File: src/rtl/seg_scan_driver.sv
// Multiplexed seven-segment scan driver: time-slices NUM_DIGITS glyphs onto shared
// active-low segment/anode pins with frame-latched data, PWM brightness and blink.
module seg_scan_driver #(
    parameter int unsigned NUM_DIGITS   = 8,
    parameter int unsigned SCAN_DIV     = 100000,
    parameter int unsigned BRIGHT_W     = 4,
    parameter int unsigned BLINK_FRAMES = 64,
    localparam int unsigned IDX_W = (NUM_DIGITS > 1) ? $clog2(NUM_DIGITS) : 1
) (
    input  logic                    clk,
    input  logic                    reset,
    input  logic [5*NUM_DIGITS-1:0] digits,
    input  logic [NUM_DIGITS-1:0]   dp_mask,
    input  logic [NUM_DIGITS-1:0]   blink_mask,
    input  logic [IDX_W:0]          active_digits,
    input  logic [BRIGHT_W-1:0]     brightness,
    output logic [NUM_DIGITS-1:0]   an,
    output logic [7:0]              seg,
    output logic [IDX_W-1:0]        digit_idx,
    output logic                    frame_start
);

    localparam int unsigned TCNT_W = (SCAN_DIV > 1) ? $clog2(SCAN_DIV) : 1;
    localparam int unsigned FCNT_W = (BLINK_FRAMES > 1) ? $clog2(BLINK_FRAMES) : 1;
    localparam int unsigned LEN_W  = IDX_W + 1;

    logic [TCNT_W-1:0]       r_tcnt;
    logic [IDX_W-1:0]        r_idx;
    logic [LEN_W-1:0]        r_len;
    logic [FCNT_W-1:0]       r_fcnt;
    logic                    r_blink_phase;
    logic [5*NUM_DIGITS-1:0] r_glyph;
    logic [NUM_DIGITS-1:0]   r_dp;
    logic [NUM_DIGITS-1:0]   r_blink;
    logic [BRIGHT_W-1:0]     r_bright;

    logic                    w_frame;
    logic                    w_slot_end;
    logic                    w_last;
    logic                    w_frame_end;
    logic [LEN_W-1:0]        w_len_clamped;
    logic [BRIGHT_W-1:0]     w_pcnt;
    logic [4:0]              w_glyph;
    logic                    w_dp_bit;
    logic                    w_blink_bit;
    logic                    w_lit;
    logic [NUM_DIGITS-1:0]   w_an_next;

    // Active-high a..g pattern for each 5-bit glyph code
    function automatic logic [6:0] font_lut(input logic [4:0] code);
        logic [6:0] s;
        case (code)
            5'd0:    s = 7'h3F;
            5'd1:    s = 7'h06;
            5'd2:    s = 7'h5B;
            5'd3:    s = 7'h4F;
            5'd4:    s = 7'h66;
            5'd5:    s = 7'h6D;
            5'd6:    s = 7'h7D;
            5'd7:    s = 7'h07;
            5'd8:    s = 7'h7F;
            5'd9:    s = 7'h6F;
            5'd10:   s = 7'h77;
            5'd11:   s = 7'h7C;
            5'd12:   s = 7'h39;
            5'd13:   s = 7'h5E;
            5'd14:   s = 7'h79;
            5'd15:   s = 7'h71;
            5'd17:   s = 7'h40;
            5'd18:   s = 7'h08;
            default: s = 7'h00;
        endcase
        return s;
    endfunction

    assign digit_idx   = r_idx;
    assign w_frame     = (r_idx == '0) && (r_tcnt == '0);
    assign w_slot_end  = (r_tcnt == TCNT_W'(SCAN_DIV - 1));
    assign w_last      = ({1'b0, r_idx} == (r_len - LEN_W'(1)));
    assign w_frame_end = w_slot_end && w_last;
    assign w_pcnt      = r_tcnt[BRIGHT_W-1:0];

    // Scan length is clamped into 1..NUM_DIGITS before it is latched
    always_comb begin
        w_len_clamped = active_digits;
        if (active_digits == '0) begin
            w_len_clamped = LEN_W'(1);
        end else if (active_digits > LEN_W'(NUM_DIGITS)) begin
            w_len_clamped = LEN_W'(NUM_DIGITS);
        end
    end

    // Per-slot shadow data selection; loop form keeps non-power-of-two counts in range
    always_comb begin
        w_glyph     = 5'd16;
        w_dp_bit    = 1'b0;
        w_blink_bit = 1'b0;
        for (int i = 0; i < int'(NUM_DIGITS); i++) begin
            if (IDX_W'(i) == r_idx) begin
                w_glyph     = r_glyph[5*i +: 5];
                w_dp_bit    = r_dp[i];
                w_blink_bit = r_blink[i];
            end
        end
    end

    // Dead cycle at tcnt==0, PWM window 1..brightness, blink suppression
    assign w_lit = (r_tcnt != '0) && (w_pcnt != '0) && (w_pcnt <= r_bright)
                   && !(r_blink_phase && w_blink_bit);

    always_comb begin
        w_an_next = '1;
        for (int i = 0; i < int'(NUM_DIGITS); i++) begin
            if (w_lit && (IDX_W'(i) == r_idx)) begin
                w_an_next[i] = 1'b0;
            end
        end
    end

    always_ff @(posedge clk) begin
        if (reset) begin
            r_tcnt        <= '0;
            r_idx         <= '0;
            r_len         <= LEN_W'(1);
            r_fcnt        <= '0;
            r_blink_phase <= 1'b0;
            r_glyph       <= {NUM_DIGITS{5'd16}};
            r_dp          <= '0;
            r_blink       <= '0;
            r_bright      <= '0;
            an            <= '1;
            seg           <= 8'hFF;
            frame_start   <= 1'b0;
        end else begin
            if (w_slot_end) begin
                r_tcnt <= '0;
                r_idx  <= w_last ? '0 : r_idx + IDX_W'(1);
            end else begin
                r_tcnt <= r_tcnt + TCNT_W'(1);
            end

            // Blink toggle lands on the frame that starts right after the wrap
            if (w_frame_end) begin
                if (r_fcnt == FCNT_W'(BLINK_FRAMES - 1)) begin
                    r_fcnt        <= '0;
                    r_blink_phase <= ~r_blink_phase;
                end else begin
                    r_fcnt <= r_fcnt + FCNT_W'(1);
                end
            end

            if (w_frame) begin
                r_glyph  <= digits;
                r_dp     <= dp_mask;
                r_blink  <= blink_mask;
                r_bright <= brightness;
                r_len    <= w_len_clamped;
            end

            an          <= w_an_next;
            seg         <= {~w_dp_bit, ~font_lut(w_glyph)};
            frame_start <= w_frame;
        end
    end

endmodule

File: config.mk
export PLATFORM = sky130hd
export DESIGN_NAME = seg_scan_driver
export DESIGN_NICKNAME = d
export VERILOG_FILES = /design/src/rtl/seg_scan_driver.sv
export SDC_FILE = /design/constraint.sdc
export NUM_CORES = 1
export LEC_CHECK = 0
export BUFFER_PORTS_ARGS = -buffer_cell sky130_fd_sc_hd__buf_2
export CORE_UTILIZATION = 40
export CTS_CLUSTER_SIZE = 28
export DETAILED_ROUTE_END_ITERATION = 12
export PLACE_DENSITY = 0.63
export SETUP_SLACK_MARGIN = 0.2
export SLEW_MARGIN = 5
export SYNTH_ARGS = -nofsm -noshare
export SYNTH_HDL_FRONTEND = slang
export SYNTH_SLANG_ARGS = --single-unit
File: constraint.sdc
create_clock -name clk -period 4.1 [get_ports clk]
set_clock_uncertainty 0.1 [all_clocks]
set_input_delay 0.205 -clock clk [delete_from_list [all_inputs] [get_ports clk]]
set_output_delay 0.205 -clock clk [all_outputs]
set_load 0.03 [all_outputs]
==> results by group <==
Status
  • Status: finished, final reports clean

GRT
  • Vias in the first global route: 4519
  • GRT Total Usage: 20.9%
  • Antenna violations before repair: 0
  • Pin count of the biggest net entering global routing: 67
  • First-pass GRT wire length: 21700 um
  • GRT overflow: 0

Place
  • Port Buffer Count: 85
  • Final Wtd Congestion: 0.875
  • Hpwl dp: 9110 um
  • Worst slack, placed: 851 ps

Setup path
  • Arrival @ worst endpoint: 3480 ps
  • CP Capture Type: register
  • Critical path launch point type: register
  • Setup CP Type: reg2reg
  • Critical Path RT: 4270 ps
  • CP max FO: 19

Timing
  • Unrepaired setup endpoints after global routing: no
  • Hold Slack: 2.41 ps
  • Fin worst setup slack: 790 ps
  • Final setup fails: 0
  • Final Cycle Share: 80.7%
  • Setup TNS Final: 0 ps
  • Fmax: 302 MHz
  • Fin. max-slew vios: 0
  • Tmin final: 3310 ps
  • Final hold violations: 0
  • Max transition margin: 19.0%
  • Worst-margin pin slew: 1210 ps

Synthesis
  • Synth Register Bits: 108
  • Unique masters post-synth: 55
  • Register area share after synthesis: 42.9%
  • Adder-cell area share of the yosys netlist: 4.47%
  • Post-synth EDFFs: 0
  • Synthesized cell area: 0.00504 mm2
  • Compound-Gate Fraction of Synth Area: 17.6%
  • Main area contributors after synthesis: dfxtp_1, nand2_1, a21oi_1
  • Multiplexer share of the synthesized area: 0.596%
  • Simple-gate share of the synthesized area: 26.6%
  • Synth Net Count: 726
  • Synth Instances: 642
  • Share of the synthesized area in the top cell type: 42.9%
  • Syn Area/Cell: 7.85 um2
  • Post-Synth XOR/XNOR Area: 3.47%
  • Yosys warnings: 0
  • Main combinational cell family by area after synthesis: simple AND/OR/NAND/NOR gates
  • Async set-reset flop share out of synthesis: 0%
  • Predominant post-synthesis flop cell: dfxtp_1
  • Cell taking the most area after synthesis: dfxtp_1

Power
  • Pwr dens: 403 mW/mm2
  • Comb pwr share: 15.2%
  • Sw power: 0.674 mW
  • Power share of the sequential group: 45.9%
  • P_leak: 2.53 nW
  • Sw Share: 26.4%
  • Maximum vdd drop: 0.253 mV
  • Clock share of power: 38.9%
  • Internal power: 1.88 mW

Drt
  • Initial DRC Count: 250
  • Via count: 4769
  • WL final: 13100 um
  • # DRC: 0
  • Vias per std cell: 5.18
  • Drt pass-1 iters: 5
  • Routed len/inst: 14.3 um
  • Post-DRT Antenna Nets: 0

Finish
  • Antenna Cells: 0
  • Post-layout nets: 832
  • Area growth from synthesis to layout: 25.8%
  • Share of cells above drive strength 1: 15.0%
  • Most frequent cells in the layout: nand2_1, dfxtp_1, buf_2
  • Final core utilization: 52.1%
  • Most common cell after layout, fill and taps aside: nand2_1

Floorplanning
  • Die width: 114 um
  • # rows: 40
  • Starting Density: 41.5%
  • Core area: 0.0122 mm2
  • # IOs: 86
  • Chip height: 114 um
  • Die ar.: 0.0131 mm2

CTS
  • Post_cts resized: 0
  • Reg clk slew, reported paths: 70 ps
  • Root buf cell: clkbuf_16
  • Clk sink count: 108
  • CTS tree: done
  • Worst skew pair latency: 350 ps
  • CTS Buf Count: 9
  • Max Root-Sink Buffers: 2
  • H-tree depth: 3

Run
  • Max_cap viols: 0

Worst hold path
  • Hold Crit Class: in2reg
worst paths after layout:
kind	slack [ps]	cells past startpoint	startpoint	endpoint
worst max-delay path	790	10	digit_idx[2]	seg[6]
worst min-delay path	2	3	digits[39]	r_glyph[39]
worst max register to register	790	10	digit_idx[2]	seg[6]
worst min register to register	360	2	r_bright[1]	r_bright[1]
state kept, by name (all words and copies together) (netlist names):
name	cells
frame_start	1
r_tcnt	17
r_dp	8
an	8
r_fcnt	6
r_len	4
digit_idx	3
seg	8
r_blink_phase	1
r_blink	8
r_bright	4
r_glyph	40
repair_timing:
item | CTS | global route
buffers inserted | 0 | 0
hold endpoints to repair | 42 | 0
hold buffers | 42 | 0
synthesized netlist by cell type, drive strengths merged (5+ instances only):
cell    number
nand2      161
nor2b       14
clkbuf      31
or3          6
dfxtp      108
ha          18
xnor2        7
buf          6
and3         5
a211oi       6
nor3         9
o211ai       7
nand3b       9
nand3       26
nor2        36
a21oi       71
o21ai       22
xor2        13
inv         20
final cells by class:
| cell class | count | area [um2] |
|---|---|---|
| clock inverter | 6 | 113 |
| timing repair buffer | 132 | 883 |
| multi-input combinational | 477 | 2670 |
| inverter | 20 | 75.1 |
| fill | 1137 | 5820 |
| clock buffer | 10 | 229 |
| tap | 168 | 210 |
| sequential | 108 | 2160 |
stage by stage:
stage                     total power [mW]  std cells  area, um2
after CTS                             2.57        921       6340
final                                 2.56        921       6340
after global placement                1.55        863       5580
after global routing                  2.67        921       6340
after floorplan                       1.44        642       5040
after detailed placement              1.55        863       5580
critical path: stages (launching register included):
cell and delay (ps):
dfxtp_1 310, inv_1 290, ha_1 610, nor2b_1 400
a32o_1 190, a311oi_1 120, nor2_1 390, ha_1 290
nor2_1 60, o32a_1 300, a32oi_1 160
kinds of logic (layout without fill, tap and decap cells):
| group | after synthesis | after routing |
|---|---|---|
| simple gates | 293 | 293 |
| compound gates | 143 | 143 |
| flops | 108 | 108 |
| buf+inv | 57 | 168 |
| xor+xnor | 20 | 20 |
| fa+ha+maj | 18 | 18 |
| mux | 3 | 3 |
power groups by stage:
stage                     sequential (mW)  clock, mW  combinational [mW]
final                                1.17      0.993               0.389
after global routing                 1.18       1.05               0.440
after CTS                            1.17       1.01               0.390
after detailed placement             1.20          0               0.358
after global placement               1.20          0               0.349
after floorplan                      1.20          0               0.234
layer usage:
metal  track usage [%]  up-vias  wire length [um]
met3              3.28       12               738
met4              7.79        0               190
met2              32.4      140              5730
met1              29.4     2205              6470
met5                 0        -                 0
li1                  -     2412                 -
(Power assumes the default switching activity.)
